## src/rtl/timer_unit_pkg.sv

```systemverilog
// Shared constants, register enum and CTRL layout for the four-channel timer block.
// Optional feature macro: TIMER_IRQ_EN (combined interrupt output and CTRL.irq_en).
package timer_unit_pkg;

  localparam logic [31:0] TIMER_BASE_ADDR = 32'h0000_4000;
  localparam int          TIMER_NUM       = 4;
  localparam int          CH_W            = 2;
  localparam int          PRE_W           = 16;

  typedef enum logic [1:0] {
    TMR_CTRL   = 2'd0,
    TMR_COUNT  = 2'd1,
    TMR_CMP    = 2'd2,
    TMR_STATUS = 2'd3
  } TimerReg_e;

  typedef struct packed {
    logic [PRE_W-1:0] pre;
    logic [12:0]      reserved;
    logic             irq_en;
    logic             auto_reload;
    logic             en;
  } TimerCtrl_s;

  // Byte address of one channel register inside the window.
  function automatic logic [31:0] timer_addr(input logic [CH_W-1:0] ch, input TimerReg_e r);
    return TIMER_BASE_ADDR | {26'b0, ch, r, 2'b00};
  endfunction

endpackage

```

## src/rtl/timer_unit_if.sv

```systemverilog
// LSU-side bus between the MEM-stage load/store unit and the timer block.
// Optional feature macro: TIMER_IRQ_EN adds the o_irq line.
interface timer_unit_if;
  // No back-pressure: every access with i_lsu_valid high is accepted in that cycle;
  // a load that hits the window answers with a one-cycle o_lsu_rvalid pulse next cycle.
  logic        i_lsu_valid;
  logic        i_lsu_wen;
  logic [31:0] i_lsu_addr;
  logic [31:0] i_lsu_wdata;
  logic [31:0] o_lsu_rdata;
  logic        o_lsu_rvalid;
`ifdef TIMER_IRQ_EN
  logic        o_irq;

  modport master (
    output i_lsu_valid, i_lsu_wen, i_lsu_addr, i_lsu_wdata,
    input  o_lsu_rdata, o_lsu_rvalid, o_irq
  );
  modport slave (
    input  i_lsu_valid, i_lsu_wen, i_lsu_addr, i_lsu_wdata,
    output o_lsu_rdata, o_lsu_rvalid, o_irq
  );
`else
  modport master (
    output i_lsu_valid, i_lsu_wen, i_lsu_addr, i_lsu_wdata,
    input  o_lsu_rdata, o_lsu_rvalid
  );
  modport slave (
    input  i_lsu_valid, i_lsu_wen, i_lsu_addr, i_lsu_wdata,
    output o_lsu_rdata, o_lsu_rvalid
  );
`endif
endinterface

```

## src/rtl/timer_unit_channel.sv

```systemverilog
// One timer channel: CTRL/COUNT/CMP/STATUS registers, prescaler and match logic.
// Optional feature macro: TIMER_IRQ_EN makes CTRL.irq_en writable.
module timer_channel
  import timer_unit_pkg::*;
(
  input  logic        clk,
  input  logic        rst_n,
  input  logic        we,
  input  TimerReg_e   reg_sel,
  input  logic [31:0] wdata,
  output TimerCtrl_s  ctrl,
  output logic [31:0] count,
  output logic [31:0] cmp,
  output logic        match
);

  logic [PRE_W-1:0] pre_cnt;
  logic             tick;
  logic             hit_cmp;
  logic             clr_match;

  assign tick      = ctrl.en && (pre_cnt == ctrl.pre);
  assign hit_cmp   = tick && (count == cmp);
  assign clr_match = we && (reg_sel == TMR_STATUS) && wdata[0];

  always_ff @(posedge clk or negedge rst_n) begin
    if (!rst_n) begin
      ctrl    <= '0;
      count   <= '0;
      cmp     <= '0;
      match   <= 1'b0;
      pre_cnt <= '0;
    end else begin
      // A disabled channel parks its prescaler at 0 so re-enable starts a fresh period.
      pre_cnt <= (!ctrl.en || tick) ? '0 : pre_cnt + 1'b1;

      if (hit_cmp) begin
        if (ctrl.auto_reload) count   <= '0;
        else                  ctrl.en <= 1'b0;
      end else if (tick) begin
        count <= count + 32'd1;
      end

      // Hardware set beats a same-cycle W1C.
      match <= hit_cmp | (match & ~clr_match);

      // Software stores land last so they override the tick update.
      if (we) begin
        case (reg_sel)
          TMR_CTRL: begin
            ctrl.pre         <= wdata[31:16];
`ifdef TIMER_IRQ_EN
            ctrl.irq_en      <= wdata[2];
`endif
            ctrl.auto_reload <= wdata[1];
            ctrl.en          <= wdata[0];
          end
          TMR_COUNT: count <= wdata;
          TMR_CMP:   cmp   <= wdata;
          default:   ;
        endcase
      end
    end
  end

endmodule

```

## src/rtl/timer_unit.sv

```systemverilog
// Four-channel memory-mapped timer: address decode, read mux and registered load response.
// Optional feature macro: TIMER_IRQ_EN adds the registered combined interrupt o_irq.
module timer_unit
  import timer_unit_pkg::*;
(
  input logic          i_clk,
  input logic          i_rst_n,
  timer_unit_if.slave  lsu
);

  localparam logic [31:0] BASE = TIMER_BASE_ADDR;

  logic                 hit;
  logic                 hit_load;
  logic                 hit_store;
  logic [CH_W-1:0]      ch;
  TimerReg_e            reg_sel;
  TimerCtrl_s           ctrl  [TIMER_NUM];
  logic [31:0]          count [TIMER_NUM];
  logic [31:0]          cmp   [TIMER_NUM];
  logic [TIMER_NUM-1:0] match;
  logic [31:0]          rd_word;
  logic                 unused_addr_bits;

  assign hit       = lsu.i_lsu_valid && (lsu.i_lsu_addr[31:6] == BASE[31:6]);
  assign hit_load  = hit && !lsu.i_lsu_wen;
  assign hit_store = hit && lsu.i_lsu_wen;
  assign ch        = lsu.i_lsu_addr[5:4];
  assign reg_sel   = TimerReg_e'(lsu.i_lsu_addr[3:2]);
  assign unused_addr_bits = ^lsu.i_lsu_addr[1:0];

  for (genvar i = 0; i < TIMER_NUM; i++) begin : g_ch
    timer_channel u_ch (
      .clk     (i_clk),
      .rst_n   (i_rst_n),
      .we      (hit_store && (ch == CH_W'(i))),
      .reg_sel (reg_sel),
      .wdata   (lsu.i_lsu_wdata),
      .ctrl    (ctrl[i]),
      .count   (count[i]),
      .cmp     (cmp[i]),
      .match   (match[i])
    );
  end

  // Loads see the register values of the access cycle, before that cycle's update.
  always_comb begin
    rd_word = '0;
    case (reg_sel)
      TMR_CTRL:   rd_word = ctrl[ch];
      TMR_COUNT:  rd_word = count[ch];
      TMR_CMP:    rd_word = cmp[ch];
      TMR_STATUS: rd_word = {31'b0, match[ch]};
      default:    rd_word = '0;
    endcase
  end

  always_ff @(posedge i_clk or negedge i_rst_n) begin
    if (!i_rst_n) begin
      lsu.o_lsu_rdata  <= '0;
      lsu.o_lsu_rvalid <= 1'b0;
    end else begin
      lsu.o_lsu_rvalid <= hit_load;
      lsu.o_lsu_rdata  <= hit_load ? rd_word : '0;
    end
  end

`ifdef TIMER_IRQ_EN
  logic [TIMER_NUM-1:0] irq_src;

  for (genvar i = 0; i < TIMER_NUM; i++) begin : g_irq
    assign irq_src[i] = match[i] & ctrl[i].irq_en;
  end

  always_ff @(posedge i_clk or negedge i_rst_n) begin
    if (!i_rst_n) lsu.o_irq <= 1'b0;
    else          lsu.o_irq <= |irq_src;
  end
`endif

endmodule

```

## src/flat_wrapper.sv

```systemverilog
// flat-port wrapper written by rule: the top's interface ports become plain ports
module timer_unit_flat import timer_unit_pkg::*;
  (i_clk, i_rst_n, lsu_i_lsu_valid, lsu_i_lsu_wen, lsu_i_lsu_addr, lsu_i_lsu_wdata, lsu_o_lsu_rdata, lsu_o_lsu_rvalid);
  timer_unit_if lsu_i ();
  input logic i_clk;
  input logic i_rst_n;
  input wire logic [$bits(lsu_i.i_lsu_valid)-1:0] lsu_i_lsu_valid;
  input wire logic [$bits(lsu_i.i_lsu_wen)-1:0] lsu_i_lsu_wen;
  input wire logic [$bits(lsu_i.i_lsu_addr)-1:0] lsu_i_lsu_addr;
  input wire logic [$bits(lsu_i.i_lsu_wdata)-1:0] lsu_i_lsu_wdata;
  output wire logic [$bits(lsu_i.o_lsu_rdata)-1:0] lsu_o_lsu_rdata;
  output wire logic [$bits(lsu_i.o_lsu_rvalid)-1:0] lsu_o_lsu_rvalid;
  assign lsu_i.i_lsu_valid = lsu_i_lsu_valid;
  assign lsu_i.i_lsu_wen = lsu_i_lsu_wen;
  assign lsu_i.i_lsu_addr = lsu_i_lsu_addr;
  assign lsu_i.i_lsu_wdata = lsu_i_lsu_wdata;
  assign lsu_o_lsu_rdata = lsu_i.o_lsu_rdata;
  assign lsu_o_lsu_rvalid = lsu_i.o_lsu_rvalid;
  timer_unit u_core (.i_clk(i_clk), .i_rst_n(i_rst_n), .lsu(lsu_i));
endmodule
```

## config.mk

```make
export PLATFORM = sky130hd
export DESIGN_NAME = timer_unit_flat
export DESIGN_NICKNAME = d
export VERILOG_FILES = /design/src/rtl/timer_unit_pkg.sv /design/src/rtl/timer_unit_if.sv /design/src/rtl/timer_unit_channel.sv /design/src/rtl/timer_unit.sv /design/src/flat_wrapper.sv
export SDC_FILE = /design/constraint.sdc
export NUM_CORES = 1
export LEC_CHECK = 0
export BUFFER_PORTS_ARGS = -buffer_cell sky130_fd_sc_hd__buf_4
export CAP_MARGIN = 20
export CELL_PAD_IN_SITES_DETAIL_PLACEMENT = 0
export CELL_PAD_IN_SITES_GLOBAL_PLACEMENT = 2
export CORE_ASPECT_RATIO = 0.5
export CORE_MARGIN = 8
export CORE_UTILIZATION = 38
export DETAILED_ROUTE_END_ITERATION = 8
export GPL_ROUTABILITY_DRIVEN = 0
export PLACE_DENSITY_LB_ADDON = 0.05
export REMOVE_ABC_BUFFERS = 1
export SYNTH_ARGS = -nofsm -noshare
export SYNTH_HDL_FRONTEND = slang
export SYNTH_SLANG_ARGS = --single-unit
```

## constraint.sdc

```tcl
create_clock -name i_clk -period 2.47 [get_ports i_clk]
set_input_delay 0.494 -clock i_clk [delete_from_list [all_inputs] [get_ports i_clk]]
set_output_delay 0.494 -clock i_clk [all_outputs]
set_load 0.005 [all_outputs]
```

---- After elaboration in Yosys (flattened, before gate mapping) ----
Index checks and enable logic that the tools add are counted.
word-level totals
  flip-flop bits (word level) ............. 429
  input bits .............................. 68
  output and inout bits ................... 33
  logic and storage cells ................. 163
operators by class
  add/subtract/negate cells ............... 8
  order comparisons ....................... 2
  equality and inequality tests ........... 15
  mux-type cells .......................... 53
  bitwise logic cells ..................... 13
  reductions and logical operators ........ 42
operators by type and width
  cell                                                         count
  two-way mux 32 bit                                           27
  binary-select mux 32 bit (select 2 bit)                      3
  adder 32 x 1 -> 32 bit (second input constant)               4
  == test 32 bit                                               4
  one-hot mux 32 bit (4 select lines)                          1
  adder 16 x 1 -> 16 bit (second input constant)               4
  == test 16 bit                                               4
  two-way mux 16 bit                                           4
  == test 26 x 9 -> 1 bit (second input constant)              1
  logical AND 1 bit                                            23
  two-way mux 1 bit                                            17
  AND reduction 2 bit                                          8
  == test 2 bit (second input constant)                        4
  logical NOT 1 bit                                            5
  AND 1 bit                                                    4
  == test 2 x 1 -> 1 bit (second input constant)               2
  logical NOT 2 bit                                            2
  logical OR 1 bit                                             4
  NOT 1 bit                                                    4
  OR 1 bit                                                     4
  greater-or-equal comparator 3 bit (second input constant)    1
  less-than comparator 2 x 3 -> 1 bit (second input constant)  1
  NOT 2 -> 3 bit                                               1
  binary-select mux 1 bit (select 2 bit)                       1

---- Logic depth before layout (Yosys ltp) ----
Gate-level depths: netlist (run 1).
  depth after elaboration ................. 9
  mapped depth ............................ 10
  mapped depth without buffers ............ 8

---- Hierarchy ----
From an unflattened synthesis (run 1), not the netlist that was laid out.
unflattened totals
  cells, all modules ...................... 2569
  area total of the unflattened synthesis .. 26619.3 um^2
modules (own cells, without submodules)
  module                                    times used  cells each  area an instance (um^2)  sequential area each (um^2)
  timer_channel at u_core.g_ch[1].u_ch ...  3           551         5619.1                   2477.4
  timer_channel at u_core.g_ch[0].u_ch      1           550         5545.3                   2477.4
  timer_unit                                1           366         4216.5                   825.8

---- Worst setup path after synthesis (run 1) ----
No wires, ideal clock.
  path type ............................... input to register
  from .................................... input port lsu_i_lsu_addr[8]
  to ...................................... register, netlist name u_core.g_ch[3].u_ch.ctrl[28]
  setup time .............................. 0.125 ns
  arrival ................................. 2.478 ns
  data required time ...................... 2.345 ns
  slack ................................... -0.133 ns
  stages on the path ...................... 8
  buffers on the path ..................... 2
  cell sequence ........................... nor4b_1 -> nand3_1 -> nor3_2 -> buf_4 -> nand2_1 -> nor2_4 -> buf_4 -> mux2_2
between the ends
  word-level cells in the longest chain between the ends .. 5
RTL lines
  item                                  line               text
  start, declared                       flat_wrapper.sv:9  input wire logic [$bits(lsu_i.i_lsu_addr)-1:0] lsu_i_lsu_addr;
  == test 26 x 9 -> 1 bit               timer_unit.sv:25   assign hit = lsu.i_lsu_valid && (lsu.i_lsu_addr[31:6] == BASE[31:6]);
  logical AND 1 bit                     timer_unit.sv:25
  logical AND 1 bit                     timer_unit.sv:27   assign hit_store = hit && lsu.i_lsu_wen;
  logical AND 1 bit                     timer_unit.sv:36   .we (hit_store && (ch == CH_W'(i))),
  AND reduction 2 bit (no source line)  -
Every way passes these cells.
A chain may end at the register's enable or synchronous reset.

---- Final worst setup path (run 1) ----
  from .................................... register u_core.g_ch[3].u_ch.pre_cnt[12]
  to ...................................... register u_core.g_ch[3].u_ch.count[16]
between the ends
  word-level cells in the longest chain between the ends .. 6
  elaborated cells between the ends (all ways) .. 7
  classes of those cells .................. eq/ne: 1; mux: 4; reduce/logical: 2
RTL lines
  item                                                     line                                                text
  start, declared                                          timer_unit_channel.sv:17                            logic [PRE_W-1:0] pre_cnt;
  start signal, assigned                                   timer_unit_channel.sv:35                            pre_cnt <= (!ctrl.en || tick) ? '0 : pre_cnt + 1'b1;
  == test 16 bit (*)                                       timer_unit_channel.sv:22                            assign tick = ctrl.en && (pre_cnt == ctrl.pre);
  logical AND 1 bit (*)                                    timer_unit_channel.sv:22
  two-way mux 32 bit or logical AND 1 bit (tied branches)  timer_unit_channel.sv:40, timer_unit_channel.sv:23
  two-way mux 32 bit (*)                                   timer_unit_channel.sv:37                            if (hit_cmp) begin
  two-way mux 32 bit                                       timer_unit_channel.sv:49                            case (reg_sel)
  two-way mux 32 bit (*)                                   timer_unit_channel.sv:48                            if (we) begin
  end signal, assigned                                     timer_unit_channel.sv:41                            count <= count + 32'd1;
  end signal, assigned                                     timer_unit_channel.sv:58                            TMR_COUNT: count <= wdata;
  end, declared                                            timer_unit_channel.sv:12                            output logic [31:0] count,
Every way passes the cells marked *; elsewhere a longest branch is shown, timed or not.

==> flow_results.org, run 1 <==
** Power and ir drop
- Worst vdd rail ir drop :: 0.335 mV
- In this run the power density over the cells is between 400 and 500 nW/µm².
- The analysis attributes to cell leakage a power of roughly 16 nW.

** STA
- Pins over their slew limit :: 0
- Worst setup slack after layout :: -206 ps
- For the pin with the worst max-slew slack, the measured transition is 646 ps.
- Headroom to the max-slew limit :: between 50% and 60%
- For this run, the top clock speed supported by timing is 374 MHz.
- Share of the clock period used by the worst path :: 108%
- Subtracting the final worst setup slack from the clock period gives 2680 ps.
- Across the routed clock network, the largest skew measured is 24.0 ps.
- Setup violation total in the final timing report :: 33
- Count of endpoints failing hold in the final timing report :: 0
- RSZ-0062 raised after global routing :: yes

** Setup path
- Data on the critical path is required at its endpoint by a little under 3000 ps.
- Slowest stage cell on the critical path :: dfrtp_1
- Peak per-stage delay on the critical path :: approximately 400 ps
- The number of buffers and inverters on the critical path is 4.
- The worst setup path is captured at a flop.
- Of all nets on the critical path, the largest fanout is 4.
- Arrival time worst endpoint :: 3140 ps
- The worst setup path is launched from a flop.
- Type of the worst setup path :: reg2reg
- Kind of cell adding the most delay to the critical path :: simple AND/OR/NAND/NOR gates
- The signal on the critical path passes through xor2_1, nor4_2, buf_4, nand4_1, buf_6, buf_6, nor4_4, buf_4, nor2_2, a32o_1, a21o_1.

** Route
- Detailed routing inserted a total of roughly 24000 vias.
- 1st-pass router iterations :: 6
- Post-detailed-route via-to-cell ratio :: approximately 6.0
- Residual DRC count :: 0
- Final antenna-violating net count :: 0
- Routed wire length per instance :: between 30 and 40 µm
- For this block, the initial DRC count from the detailed router was 3121.
- Wires add up to about 120 mm.

** Logic synthesis
- After synthesis, the netlist uses slightly above 80 different library cells.
- Count of flip-flops with a built-in enable after synthesis :: 0
- Register area share after synthesis :: between 40% and 50%
- Share of synthesized cell area in full adder, half adder and majority cells :: less than 1%
- Share of the synthesized area in the top cell type :: 42.5%
- Synthesis produced a netlist whose cell count is between 2000 and 2500.
- Cell type with the highest aggregate area in the netlist :: dfrtp_1
- Share of synthesized area spent on multiplexers :: 17.0%
- By area the synthesized netlist is led by dfrtp_1 42%, mux4_2 7.5%, mux2_2 7.4%.
- Summing the areas of all compound-gate instances in the mapped netlist gives approximately 11% of the synthesized area.
- Mean cell area of the mapped netlist :: approximately 10 µm²
- Of the total synthesized cell area, the portion taken by XOR and XNOR cells is 8.38%.
- Share of synthesized registers carrying an async set or reset :: 100%
- The Yosys step of the flow raised 56 warnings.
- Synthesized flop and latch total :: about 430
- Share of synthesized cell area in and, or, nand and nor gates :: 17.5%
- The most used flip-flop cell after synthesis is dfrtp_1.
- After synthesis, the largest family of logic cells by area is simple AND/OR/NAND/NOR gates.
- Most used standard cells in the synthesized netlist :: 429 x dfrtp_1, 236 x nand2_1, 191 x xor2_1, 188 x nor2_1, 166 x mux2_2
- The mapped netlist covers 25300 µm².
- Cell with the most instances after synthesis :: dfrtp_1

** Die
- Initial cell density of the core :: a little under two fifths
- Number of placement rows :: 67
- Number of top-level design ports :: slightly above 100
- In this run the standard cell core region covers around 66000 µm².
- Floorplan die height :: 198 µm
- Overall die area :: 75600 µm²
- Die span in x :: about 380 µm

** Clocking
- Clock tree synthesis selected as its root buffer the cell clkbuf_16.
- CTS tree :: done
- Clock edge transition at the registers on the reported setup and hold paths :: 70 ps
- For the worst-skew pair, the clock arrives at the later sink with an insertion delay of 600 ps.
- CTS Buf Count :: 45
- Clock Tree Buf Depth :: 3
- Clock tree synthesis found a total of 429 sinks.
- Count of H-tree levels built during CTS :: 2

** GRT
- For this run the aggregate overflow at the end of global routing stands at 0.
- The first global-routing pass estimated between 150 and 200 mm of wire.
- Entering global routing, the biggest net connects 90 pins.
- Tot GR Track Use :: a little under a third
- Via count of the first global-routing pass :: 22700
- Antenna violations before repair :: 17

** Flow run
- The tool flagged a number of max-cap violations equal to 0.

** Placed design
- OpenSTA, run right after detailed placement, puts the worst setup slack at -430 ps.
- The wire-length estimate of the detail-placed layout is 94.4 mm.
- Number of input and output port buffers inserted :: just under 100

** Run status
- Status :: finished, violations left
- Violations in the final reports :: negative setup slack

** Cells and area
- Fill cells in the final layout number 6076.
- Fraction of layout cells with a size suffix above 1 :: roughly 39%
- Layout area overhead :: 34.0%
- The net count of the finished layout is 3147.
- Utilization after layout :: 51.0%

** Hold path
- Class of the worst hold path :: in2reg
## per-stage QoR
stage          setup TNS (ps)  std cells  hold WS (ps)  power (mW)  area, µm²
6_report                -3380       4007           289        15.3      33900
2_1_floorplan         -262570       2307           198        7.31      24600
3_3_place_gp           -68460       3891           381        7.96      31300
5_1_grt                 -7310       4003           282        15.7      33900
3_5_place_dp           -62460       3891           384        7.97      31300
4_1_cts                 -3030       3984           242        15.4      33100
## repair_timing
action / in CTS / in global routing
buffers inserted: 10 / 16
pin swaps: 17 / 61
setup endpoints to repair: 101 / 133
endpoints found under the hold margin: 21 / 0
cloned: 0 / 4
hold buffers: 1 / 0
gates resized for setup: 40 / 154
## per-layer routing
| metal | global-route usage (%) | vias to the layer above | part of all wire (%) |
|---|---|---|---|
| li1 | - | 10300 | - |
| met1 | 48.0 | 12000 | 46 |
| met2 | 36.4 | 1467 | 35 |
| met3 | 16.9 | 147 | 17 |
| met4 | 4.89 | 0 | 1.7 |
| met5 | 0 | - | 0 |
## layout make-up
class | count | area (µm²) | area share, %
Antenna cell | 4 | 10.0 | 0.0295
Clock inverter | 20 | 267 | 0.786
Multi-Input combinational cell | 1828 | 14400 | 42.5
Tap cell | 897 | 1120 | 3.31
Timing Repair Buffer | 717 | 5870 | 17.3
Clock buffer | 62 | 1280 | 3.78
Sequential cell | 429 | 10700 | 31.7
Inverter | 50 | 188 | 0.554
## final timing paths
path | start | endpoint | slack [ps] | cells past startpoint
worst min-delay path | lsu_i_lsu_wdata[7] | u_core.g_ch[1].u_ch.count[7] | 290 | 3
min in group asynchronous | i_rst_n | u_core.g_ch[2].u_ch.pre_cnt[10] | 370 | 2
worst min register to register | u_core.g_ch[3].u_ch.match | u_core.g_ch[3].u_ch.match | 540 | 2
worst max register to register | u_core.g_ch[3].u_ch.pre_cnt[12] | u_core.g_ch[3].u_ch.count[16] | -210 | 11
max in group asynchronous | i_rst_n | u_core.g_ch[1].u_ch.count[7] | 1210 | 3
worst max-delay path | u_core.g_ch[3].u_ch.pre_cnt[12] | u_core.g_ch[3].u_ch.count[16] | -210 | 11
## state kept, by name, summed over array words and instances (netlist names)
name                      cells
u_core.g_ch.u_ch.ctrl        72
u_core.g_ch.u_ch.cmp        128
u_core.g_ch.u_ch.pre_cnt     64
u_core.lsu.o_lsu_rvalid       1
u_core.lsu.o_lsu_rdata       32
u_core.g_ch.u_ch.count      128
u_core.g_ch.u_ch.match        4
## kinds of logic (layout without fill, tap and decap cells)
kind of cell / count (synthesis) / after routing
XOR/XNOR: 242 / 242
adder cells (fa/ha/maj): 8 / 8
AO/OA/AOI/OAI: 403 / 403
other: 0 / 4
flip-flops: 429 / 429
AND/OR/NAND/NOR: 873 / 873
buffers and inverters: 207 / 849
multiplexers: 302 / 302
## placed cells by master (no fill, tap or decap), types with 10 or more instances in the layout
| master | n |
|---|---|
| o21ai_0 | 68 |
| inv_1 | 50 |
| nor2_1 | 176 |
| mux2_1 | 17 |
| nor2_2 | 10 |
| o31a_1 | 16 |
| buf_6 | 17 |
| clkbuf_16 | 47 |
| nand2_1 | 229 |
| a21oi_2 | 13 |
| o21ai_1 | 20 |
| mux4_2 | 84 |
| buf_12 | 30 |
| dfrtp_1 | 422 |
| mux2i_1 | 35 |
| buf_4 | 663 |
| xor2_1 | 188 |
| nand4_1 | 73 |
| nor4_2 | 20 |
| nand3_1 | 86 |
| nor3_1 | 34 |
| o211ai_1 | 13 |
| and4_1 | 13 |
| a21o_1 | 28 |
| mux2_2 | 166 |
| nor4_1 | 46 |
| a22oi_1 | 22 |
| and3_1 | 42 |
| a31oi_1 | 32 |
| nor2b_1 | 15 |
| xnor2_1 | 49 |
| and2_1 | 11 |
| or3_1 | 13 |
| a21oi_1 | 64 |
## worst min-delay path, stage by stage
cell and delay [ps]:
buf_4 200, nand2_1 90, nand2_1 50
## power breakdown
group / leakage [nW] / switching [mW] / total (mW) / internal (mW)
sequential: 5.68 / 0.00479 / 7.03 / 7.03
combinational: 9.86 / 0.582 / 0.828 / 0.246
clock: 0.762 / 3.22 / 7.48 / 4.26
total: 16.3 / 3.81 / 15.3 / 11.5
Note: power is estimated with default switching activity, not from simulation.
==> run 2, diff against run 1 <==
--- a/config.mk
+++ b/config.mk
@@ -11,9 +11,10 @@
 export CELL_PAD_IN_SITES_GLOBAL_PLACEMENT = 2
 export CORE_ASPECT_RATIO = 0.5
 export CORE_MARGIN = 8
-export CORE_UTILIZATION = 38
+export CORE_UTILIZATION = 42
 export DETAILED_ROUTE_END_ITERATION = 8
 export GPL_ROUTABILITY_DRIVEN = 0
+export GPL_TIMING_DRIVEN = 0
 export PLACE_DENSITY_LB_ADDON = 0.05
 export REMOVE_ABC_BUFFERS = 1
 export SYNTH_ARGS = -nofsm -noshare
==> constraint.sdc (replaced) <==
create_clock -name i_clk -period 2.6 [get_ports i_clk]
set_input_delay 0.52 -clock i_clk [delete_from_list [all_inputs] [get_ports i_clk]]
set_output_delay 0.52 -clock i_clk [all_outputs]
set_load 0.005 [all_outputs]
==> flow_results.org, run 2 (synthesized netlist as in run 1, its figures left out) <==
** Cells and area
- Final instance area :: 30400 µm² (-10%)
- Compared with the post-synthesis result, the final layout area differs by 20.1%.
- The total number of nets in the final design came to 2651 (-16%).
- The share of layout cells above drive strength 1 was 30.3% (-8.4 points).
- Commonest non-fill, non-tap cell in the layout :: dfrtp_1
- The top cell types in the final layout, fill and taps aside, are 358 x dfrtp_1, 224 x nand2_1, 189 x xor2_1.
- The layout filler cell count was 5413 (-11%).
- Cell Count, Final, Fillers Out :: 3422 (-15%)
- Utilization after layout :: 51.2% (+0.11 points)
- Top Registers :: u_core.g_ch.u_ch.cmp x128, u_core.g_ch.u_ch.count x128, u_core.g_ch.u_ch.ctrl x72

** Setup path
- CP required :: 3130 ps (+200 ps)
- The critical path arrival came to 3170 ps (+30 ps).
- CP Launch Type :: flop
- The critical path goes through xor2_1, nor4_1, nand4_1, buf_4, or2_4, or4_4, a21boi_1, a211o_1.
- CP max FO :: 8 (+4)
- Type of the worst setup path :: reg2reg
- Peak per-stage delay on the critical path :: 610 ps (+210 ps)
- The worst setup path is captured at a flop.
- Slowest stage cell on the critical path :: or4_4

** Route
- Final antenna-violating net count :: 0 (unchanged)
- Post-detailed-route via-to-cell ratio :: 6.38 (+6.8%)
- Post-detailed-routing wire length :: 109 mm (-10%)
- Routed wire length per instance :: 31.9 µm (+5.3%)
- Residual DRC count :: 0 (unchanged)
- The number of DRC violations after detailed-routing iteration 0 was 2633 (-16%).
- The total vias in the final route came to 21800 (-8.8%).
- 1st-pass router iterations :: 6 (unchanged)

** STA
- The transition at the pin with the smallest max-transition slack came to 885 ps (+239 ps).
- Worst Skew :: 21.6 ps (-2.38 ps)
- The final worst slack was -44.3 ps (+161 ps).
- Count of endpoints failing hold in the final timing report :: 0 (unchanged)
- RSZ-0062 raised after global routing :: yes
- Time the final worst path needs with I/O delays and setup :: 2640 ps (-31.3 ps)
- Setup violation total in the final timing report :: 3 (-91%)
- The number of slew-limit violations in the final report is 0 (unchanged).
- Share of the clock period used by the worst path :: 102% (-6.6 points)
- Max Freq :: 378 MHz (+1.2%)
- Headroom to the max-slew limit :: 41.0% (-16 points)

** Flow run
- Max-capacitance violation count :: 0 (unchanged)

** GRT
- The residual overflow from global routing was 0 (unchanged).
- Tot GR Track Use :: 30.9% (about the same)
- First-pass GRT wire length :: 155 mm (-7.6%)
- Global-route track usage on met3 :: 10.2% (-6.7 points)
- Gr busiest metal :: met1
- The pin count of the biggest net entering global routing is 104 (+16%).
- Via count of the first global-routing pass :: 20600 (-9.5%)
- The global routing met1 resource utilization came to 45.0% (-3.0 points).
- The met2 global-route usage is 43.4% (+7.0 points).
- Antenna violations before repair :: 12 (-5)

** Placed design
- The cell area after placement came to 26900 µm² (-14%).
- The number of buffers inserted by port buffering was 98 (unchanged).
- The placed wire-length estimate after detailed placement came to 77.1 mm (-18%).
- The number of placed instances, taps included was 3243 (-17%).
- The worst setup timing slack at the placement stage came to -2110 ps (-1680 ps).

** Clocking
- The number of buffers created by CTS came to 45 (unchanged).
- The clock latency on the worst-skew pair was 600 ps (about the same).
- The root buffer cell chosen for the clock tree is clkbuf_16.
- Clock edge transition at the registers on the reported setup and hold paths :: 70 ps (about the same)
- TritonCTS built the clock tree.
- TritonCTS Sinks :: 429 (unchanged)
- The maximum clock path buffer count came to 3 (unchanged).
- Count of H-tree levels built during CTS :: 2 (unchanged)

** Power and ir drop
- Internal :: 10.7 mW (-6.9%)
- Combinational share of power :: 5.4% (about the same)
- The leakage power figure was 13.8 nW (-15%).
- The peak supply drop was 0.449 mV (+34%).
- Power density relative to cell area :: 473 nW/µm² (+4.4%)
- The sequential share of power was 46.6% (+0.8 points).
- The clock share of power was 48.0% (-0.8 points).
- Overall power consumption :: 14.4 mW (-6.4%)
- The net switching power of the design is 3.61 mW (-5.2%).
- The switching share of power came to 25.2% (+0.33 points).

** Die
- The initial standard-cell utilization of the core is 42.6% (+4.5 points).
- Die span in x :: 363 µm (-4.7%)
- The number of rows created at floorplan came to 63 (-6.0%).
- Core Area :: 59400 µm² (-11%)
- Number of top-level design ports :: 101 (unchanged)
- The die outline height is 190 µm (-4.5%).
- The floorplan die area came to 68800 µm² (-9.0%).

** Run status
- The run finished, with violations left.
- Violations in the final reports :: negative setup slack

** Hold path
- The path class of the tightest hold or removal check is in2reg.
==> run 2: power groups by stage <==
stage          Sequential [mW]  Clock [mW]  Combinational [mW]
4_1_cts                   6.68        6.97               0.763
5_1_grt                   6.68        7.25               0.815
6_report                  6.68        6.89               0.780
3_3_place_gp              6.81           0               0.705
3_5_place_dp              6.81           0               0.747
2_1_floorplan             6.81           0               0.143
==> run 2: final cells by class <==
| type | count | area [µm²] | share of cell area (%) |
|---|---|---|---|
| multi-input cells | 1831 | 14800 | 48.6 |
| flip-flops and latches | 429 | 10800 | 35.6 |
| repair buffers | 218 | 2080 | 6.84 |
| clock buffers | 64 | 1290 | 4.24 |
| well taps | 812 | 1020 | 3.35 |
| clock inverters | 16 | 201 | 0.663 |
| inverters | 50 | 188 | 0.618 |
| diodes | 2 | 5.00 | 0.0165 |
==> run 2: routing by layer <==
layer / share of wire (%) / vias to the layer above
li1: - / 9284
met1: 44 / 11200
met2: 41 / 1163
met3: 12 / 187
met4: 3.3 / 0
met5: 0 / -
==> run 2: path summary, 6_finish.rpt <==
path | startpoint | end | slack, ps | cells after the start
min reg2reg | u_core.g_ch[2].u_ch.ctrl[30] | u_core.g_ch[2].u_ch.ctrl[30] | 510 | 2
min | lsu_i_lsu_wdata[7] | u_core.g_ch[1].u_ch.count[7] | 280 | 3
max | u_core.g_ch[3].u_ch.count[10] | u_core.g_ch[3].u_ch.count[25] | -40 | 8
min in group asynchronous | i_rst_n | u_core.g_ch[2].u_ch.pre_cnt[2] | 500 | 3
max reg2reg | u_core.g_ch[3].u_ch.count[10] | u_core.g_ch[3].u_ch.count[25] | -40 | 8
max in group asynchronous | i_rst_n | u_core.g_ch[1].u_ch.count[24] | 300 | 6
==> run 2: critical path, delay by kind of cell (launching register included) <==
kind / cells / cell delay, ps
AO/OA/AOI/OAI: 2 / 310
XOR/XNOR: 1 / 220
buffers and inverters: 1 / 190
flip-flops: 1 / 490
AND/OR/NAND/NOR: 4 / 1360
==> run 2: stage by stage <==
stage | setup TNS [ps] | hold slack (ps)
after floorplan | -228920 | 224
after global placement | -2646990 | 490
after detailed placement | -532010 | 497
after CTS | 0 | 248
after global routing | -1490 | 263
final | -107 | 280
==> run 2: what timing repair did <==
| item | 4_1_cts | 5_1_grt |
|---|---|---|
| hold buffers | 2 | 0 |
| endpoints found under the setup margin | 362 | 347 |
| cloned | 0 | 4 |
| hold endpoints to repair | 64 | 0 |
| setup buffers | 54 | 37 |
| gates resized for setup | 162 | 131 |
| pin swaps | 33 | 51 |
